--- config.mk ---
export PLATFORM = sky130hd
export DESIGN_NAME = mmu_wait_state
export DESIGN_NICKNAME = d
export VERILOG_FILES = /design/src/rtl/mmu_wait_state.sv
export SDC_FILE = /design/constraint.sdc
export NUM_CORES = 1
export LEC_CHECK = 0
export CORE_ASPECT_RATIO = 1.2
export CORE_UTILIZATION = 51
export DETAILED_ROUTE_END_ITERATION = 16
export PLACE_DENSITY = 0.78
export SLEW_MARGIN = 10
export SYNTH_ARGS = -nofsm -noshare
export SYNTH_HDL_FRONTEND = slang
export SYNTH_SLANG_ARGS = --single-unit
--- constraint.sdc ---
create_clock -name clk -period 2.8 [get_ports clk]
set_input_delay 0.56 -clock clk [delete_from_list [all_inputs] [get_ports clk]]
set_output_delay 0.56 -clock clk [all_outputs]
set_load 0.01 [all_outputs]
--- src/rtl/mmu_wait_state.sv ---
// Wait-state generator between the MMU chip enables and the 65C02 RDY pin.
// Also produces the read/write strobes for the selected device.
module mmu_wait_state #(
  parameter int EEPROM_WAIT = 2,
  parameter int RAM_WAIT    = 0,
  parameter int VIA_WAIT    = 1,
  parameter int ACIA_WAIT   = 1,
  parameter int CNT_W       = 4
) (
  input  logic        clk,
  input  logic        reset,
  input  logic        eeprom_ce_n,
  input  logic        ram_ce_n,
  input  logic        via_ce_n,
  input  logic        acia_ce_n,
  input  logic        rw,
  input  logic        wait_en,
  output logic        rdy,
  output logic        oe_n,
  output logic        we_n,
  output logic [15:0] wait_count,
  output logic        decode_error
);

  typedef enum logic [1:0] {
    S_IDLE,
    S_WAIT,
    S_DONE
  } state_t;

  localparam logic [CNT_W-1:0] EE_N   = CNT_W'(EEPROM_WAIT);
  localparam logic [CNT_W-1:0] RAM_N  = CNT_W'(RAM_WAIT);
  localparam logic [CNT_W-1:0] VIA_N  = CNT_W'(VIA_WAIT);
  localparam logic [CNT_W-1:0] ACIA_N = CNT_W'(ACIA_WAIT);

  state_t           state_q, state_d;
  logic [CNT_W-1:0] cnt_q, cnt_d;
  logic             rdy_q, rdy_d;
  logic [3:0]       dev_q, dev_d;
  logic [15:0]      wcnt_q;
  logic             err_q;

  logic [3:0]       ce;
  logic             any_ce;
  logic             one_hot;
  logic             multi;
  logic [CNT_W-1:0] n_sel;
  logic             abort;
  logic             complete;

  assign ce      = ~{acia_ce_n, via_ce_n, ram_ce_n, eeprom_ce_n};
  assign any_ce  = |ce;
  assign one_hot = any_ce && ((ce & (ce - 4'd1)) == 4'd0);
  assign multi   = any_ce && !one_hot;
  // abort when the device that started the wait drops its select
  assign abort   = |(dev_q & ~ce);

  always_comb begin
    n_sel = '0;
    if (one_hot && wait_en) begin
      unique case (1'b1)
        ce[0]:   n_sel = EE_N;
        ce[1]:   n_sel = RAM_N;
        ce[2]:   n_sel = VIA_N;
        ce[3]:   n_sel = ACIA_N;
        default: n_sel = '0;
      endcase
    end
  end

  always_ff @(posedge clk) begin
    if (reset) begin
      state_q <= S_IDLE;
      cnt_q   <= '0;
      rdy_q   <= 1'b1;
      dev_q   <= '0;
    end else begin
      state_q <= state_d;
      cnt_q   <= cnt_d;
      rdy_q   <= rdy_d;
      dev_q   <= dev_d;
    end
  end

  always_comb begin
    state_d = state_q;
    cnt_d   = cnt_q;
    rdy_d   = rdy_q;
    dev_d   = dev_q;
    unique case (state_q)
      S_IDLE: begin
        if (n_sel != '0) begin
          state_d = S_WAIT;
          cnt_d   = n_sel - 1'b1;
          rdy_d   = 1'b0;
          dev_d   = ce;
        end
      end
      S_WAIT: begin
        if (abort) begin
          state_d = S_IDLE;
          cnt_d   = '0;
          rdy_d   = 1'b1;
          dev_d   = '0;
        end else if (cnt_q == '0) begin
          state_d = S_DONE;
          rdy_d   = 1'b1;
          dev_d   = '0;
        end else begin
          cnt_d = cnt_q - 1'b1;
        end
      end
      S_DONE: begin
        state_d = S_IDLE;
      end
      default: begin
        state_d = S_IDLE;
        cnt_d   = '0;
        rdy_d   = 1'b1;
        dev_d   = '0;
      end
    endcase
  end

  always_comb begin
    complete = (state_q == S_DONE) ||
               (state_q == S_IDLE && n_sel == '0);
    oe_n     = !(any_ce && rw);
    we_n     = !(any_ce && !rw && complete);
  end

  always_ff @(posedge clk) begin
    if (reset) begin
      wcnt_q <= '0;
      err_q  <= 1'b0;
    end else begin
      if (!rdy_q && wcnt_q != 16'hFFFF)
        wcnt_q <= wcnt_q + 16'd1;
      if (multi)
        err_q <= 1'b1;
    end
  end

  assign rdy          = rdy_q;
  assign wait_count   = wcnt_q;
  assign decode_error = err_q;

endmodule

---- After elaboration in Yosys (flattened, before gate mapping) ----
Index checks and enable logic that the tools add are counted.
storage, ports and cells
  bits in writable memories ............... 0
  register bits after elaboration ......... 28
  memory bits (read-only) ................. 0
  latch bits .............................. 0
  word-level logic and storage cells ...... 64
  output and inout bits ................... 20
  bits of input ports ..................... 8
  memories ................................ 0
operators by class
  shifts and indexed selects .............. 0
  add/sub/neg operators ................... 4
  equality and inequality tests ........... 6
  multipliers ............................. 0
  div/mod/pow operators ................... 0
  bitwise logic cells ..................... 5
  multiplexer cells ....................... 18
  reductions and logical operators ........ 25
  $lt $le $gt $ge ......................... 0
operators with widths
  cell                   number
  $mux 4                 7
  $pmux 4 s3             2
  $add 16x1->16 const B  1
  $ne 16x16->1 const B   1
  $logic_not 4->1        3
  $sub 4x1->4 const B    3
  $and 4x4->4            2
  $logic_and 1x1->1      8
  $not 4->4              2
  $pmux 2 s2             2
  $reduce_or 4->1        2
  $mux 2                 3
  $ne 3x3->1 const B     2
  $reduce_and 3->1       2
  $logic_not 1->1        5
  $reduce_bool 4->1      1
  $mux 1                 3
  $pmux 1 s3             1
  $eq 2x1->1 const B     1
  $eq 2x2->1 const B     1
  $logic_not 2->1        1
  $ne 2x2->1 const B     1
  $reduce_and 2->1       1
  $reduce_or 2->1        1
  other kinds (2)        2

---- Longest topological paths before layout ----
  depth after elaboration ................. 12
  mapped depth ............................ 8
  depth with buffers taken out ............ 7

---- Worst setup path before layout ----
OpenSTA, ideal clock, no wires.
  path type ............................... input-to-reg
  start ................................... in via_ce_n
  end ..................................... reg dev_q[0]
  stages on the path ...................... 8
  path buffers ............................ 1
  data required time ...................... 2.672 ns
  arrival time ............................ 2.072 ns
  slack ................................... 0.600 ns
  library setup time ...................... 0.128 ns
  path through ............................ clkbuf_1 xor2_1 nand4_1 ha_1 o21ba_1 a41oi_2 mux2i_1 nor2_1
on the way
  word-level cells in the longest chain between the ends .. 10
  elaborated cells between the ends (all ways) .. 19
  classes of those cells .................. add/sub: 1; eq/ne: 2; mux: 4; bitwise: 4; reduce/logical: 8
RTL lines
  item                               line  text
  start: declaration                 14    input logic via_ce_n,
  $not 4->4 *                        51    assign ce = ~{acia_ce_n, via_ce_n, ram_ce_n, eeprom_ce_n};
  $sub 4x1->4                        53    assign one_hot = any_ce && ((ce & (ce - 4'd1)) == 4'd0);
  $and 4x4->4                        53
  $logic_not 4->1                    53
  $logic_and 1x1->1                  53
  $logic_and 1x1->1                  60    if (one_hot && wait_en) begin
  $mux 4                             60
  $reduce_bool 4->1                  92    if (n_sel != '0) begin
  $ne 2x2->1 (no source line)        n/a
  $reduce_and 3->1 (no source line)  n/a
  end signal: assignment             81    dev_q <= dev_d;
  end: declaration                   39    logic [3:0] dev_q, dev_d;
Mark *: on every way between the ends. The rest lies on a longest branch, timed or not.
A chain may end at the register's enable or synchronous reset.

---- Worst setup path in the final report ----
  start ................................... in via_ce_n
  end ..................................... out we_n
on the way
  word-level cells in the longest chain between the ends .. 12
  elaborated cells between the ends (all ways) .. 16
  classes of those cells .................. add/sub: 1; mux: 2; bitwise: 2; reduce/logical: 11
RTL lines
  item                 line  text
  $not 4->4 *          51
  $sub 4x1->4          53
  $and 4x4->4          53
  $logic_not 4->1      53
  $logic_and 1x1->1    53
  $logic_and 1x1->1    60
  $mux 4               60
  $logic_not 4->1      127   (state_q == S_IDLE && n_sel == '0);
  $logic_and 1x1->1    127
  $logic_or 1x1->1     126   complete = (state_q == S_DONE) ||
  $logic_and 1x1->1 *  129   we_n = !(any_ce && !rw && complete);
  $logic_not 1->1 *    129
  end: declaration     20    output logic we_n,
Marks and branches as above.

==> flow_summary.yaml <==
timing:
  finalMaxSlewViolations: 0
  period_share_pct: 96.6
  finalSetupViolCount: 0
  fmax_ghz: 0.370
  relSlewSlack_pct: 48.1
  rsz0062_at_grt: "false"
  setup_tns_ps: 0
  clock_skew_ps: 6.39
  setup_slack_ps: 95.6
  tightest_slew_ps: 771
  hold_violations: 0
  period_needed_ps: 2700
drt:
  first_pass_iters: 4
  postRouteAntennaNets: 0
  wl_per_cell_um: 14.6
  drt-total-wl_mm: 3.58
  vias_per_cell: 6.21
  drt_iter0_markers: 34
  drcViolationCount: 0
  dr_total_vias: 1522
final_layout:
  antenna_cells: 0
  area_growth_pct: 24.9
  final_cell_mix: "28 x dfxtp_1, 26 x clkdlybuf4s50_1, 15 x nor2_1, 14 x a21oi_1, 11 x nand4_1"
  layout-drive-gt1-share_pct: 8.06
  layout_commonest_cell: "dfxtp_1"
  nets: 225
  fin_util_pct: 67.5
clock_network:
  clk_pin_slew_ps: 150
  cts_root_buf: "clkbuf_4"
  post_cts_buffers: 0
  clock_latency_ps: 320
  cts_sinks: 28
  cts_inserted_buffers: 3
  cts_resized: 1
  h-tree-depth: 1
  clock_path_buffers: 2
  cts_tree: "built"
  hold_buffers: 0
floorplan:
  core-area_um2: 2840
  initial_core_util_pct: 54.1
  rows: 21
  io_pins: 28
  die-area_um2: 3230
  die_y_um: 62.1
  fp.dieW_um: 52.1
grt:
  grt_usage_pct: 23.9
  grt.overflow.total: 0
  grt_max_degree: 30
  first_global_vias: 1404
  antenna_found_initial: 0
  grt_pass1_wl_mm: 5.84
logic_synthesis:
  async_reset_ff_share_pct: 0
  synth_area_um2: 1530
  syn_avg_cell_area_um2: 8.62
  yosys-top-cells-area: "dfxtp_1 37%, a21oi_1 4.6%, nand4_1 4.5%, mux2i_1 3.9%, mux2_1 3.7%"
  synth_edf_count: 0
  seq_area_frac_synth_pct: 36.5
  ys_types: 46
  syn_nets: 190
  synth_ff_type: "dfxtp_1"
  synth_top_area_share_pct: 36.5
  yosys_warnings: 0
  yosysTopAreaCell: "dfxtp_1"
  syn_inst: 178
  ys_ff_latch: 28
job:
  maxCapViolations: 0
critical_path:
  critPathArrivalTime_ps: 2140
  worst_setup_path_start_kind: "input port"
  cp_data_required_time_ps: 2240
  endpoint_kind: "output port"
  critical_path_class: "input port to output port"
  crit_fanout: 2
power:
  power.share.combinational_pct: 17.5
  swShare_pct: 26.5
  vdd_drop_max_mv: 0.324
  pwr-share-clk_pct: 23.2
  internal-power_w: 0.000524
  p_switching_w: 0.000189
  p_leak_nw: 0.704
  power_frac_seq_pct: 59.3
  power_density_nw_per_um2: 373
placement:
  portBuffers: 27
  hpwl_mm: 2.64
  dp_slack_ps: -142
  place.gp.congestion: 0.838
status:
  status: "completed"
worst_hold_path:
  hold_path_class: "flip-flop to flip-flop"
-- flip-flops by register name, indices dropped and copies added, names as in the netlist --
name          cells
dev_q             4
wait_count       16
cnt_q             4
rdy               1
state_q           2
decode_error      1
-- path summary, 6_finish.rpt --
check | startpoint | cells past startpoint | endpoint | slack [ps]
min reg2reg | decode_error$_SDFFE_PP0P_ | 2 | decode_error$_SDFFE_PP0P_ | 520
max reg2reg | wait_count[0]$_SDFFE_PP0P_ | 5 | wait_count[14]$_SDFFE_PP0P_ | 850
max | via_ce_n | 7 | we_n | 100
min | decode_error$_SDFFE_PP0P_ | 2 | decode_error$_SDFFE_PP0P_ | 520
-- cell families after synthesis --
logic type	share of synthesized area [%]
compound gates	19.7
xor+xnor	1.14
fa+ha+maj	3.92
buf+inv	3.75
flops	36.5
mux	7.59
simple gates	27.4
-- through the flow --
step           hold WS, ps  area [um2]  power, W  std cells
2_1_floorplan          459        1530  0.000503        178
3_3_place_gp           456        1890  0.000551        242
3_5_place_dp           486        1890  0.000557        242
4_1_cts                519        1920  0.000715        245
5_1_grt                556        1920  0.000743        245
6_report               523        1920  0.000714        245
-- worst max-delay path, cell delays in order --
cell and delay [ps]:
clkdlybuf4s50_1 510, xor2_1 150, nand4_1 150, ha_1 240, o21ba_1 180, nand3b_1 80
dlygate4sd2_1 280
-- power by group through the flow --
stage | sequential [W] | combinational, W | clock (W)
after global placement | 0.000431 | 0.000120 | 0
final | 0.000424 | 0.000125 | 0.000165
after detailed placement | 0.000432 | 0.000124 | 0
after floorplan | 0.000428 | 0.0000752 | 0
after global routing | 0.000427 | 0.000136 | 0.000181
after CTS | 0.000424 | 0.000124 | 0.000167
-- final cells by class --
class | count | area [um2]
fillers | 256 | 922
clock buffers | 3 | 22.5
repair buffers | 37 | 344
well taps | 34 | 42.5
flip-flops and latches | 28 | 561
inverters | 8 | 30.0
multi-input cells | 135 | 916
-- cell usage after synthesis (3+ instances only) --
master / n
nor3_1: 5
nor2_1: 15
a21oi_1: 14
o31ai_1: 6
dfxtp_1: 28
nand3_1: 10
a211oi_1: 4
ha_1: 4
nor2b_1: 5
or4_1: 5
mux2_1: 5
inv_1: 8
mux2i_1: 6
clkbuf_1: 5
nand2_1: 9
nand4_1: 11
a22o_1: 3
o21ai_0: 3
-- routing by layer --
| metal | vias up | part of all wire [%] | GRT usage [%] |
|---|---|---|---|
| met1 | 733 | 44 | 27.7 |
| met5 | - | 0 | 0 |
| li1 | 744 | - | - |
| met4 | 0 | 1.3 | 10.0 |
| met2 | 39 | 51 | 44.5 |
| met3 | 6 | 3.3 | 2.68 |
Note: power is estimated with default switching activity, not from simulation.
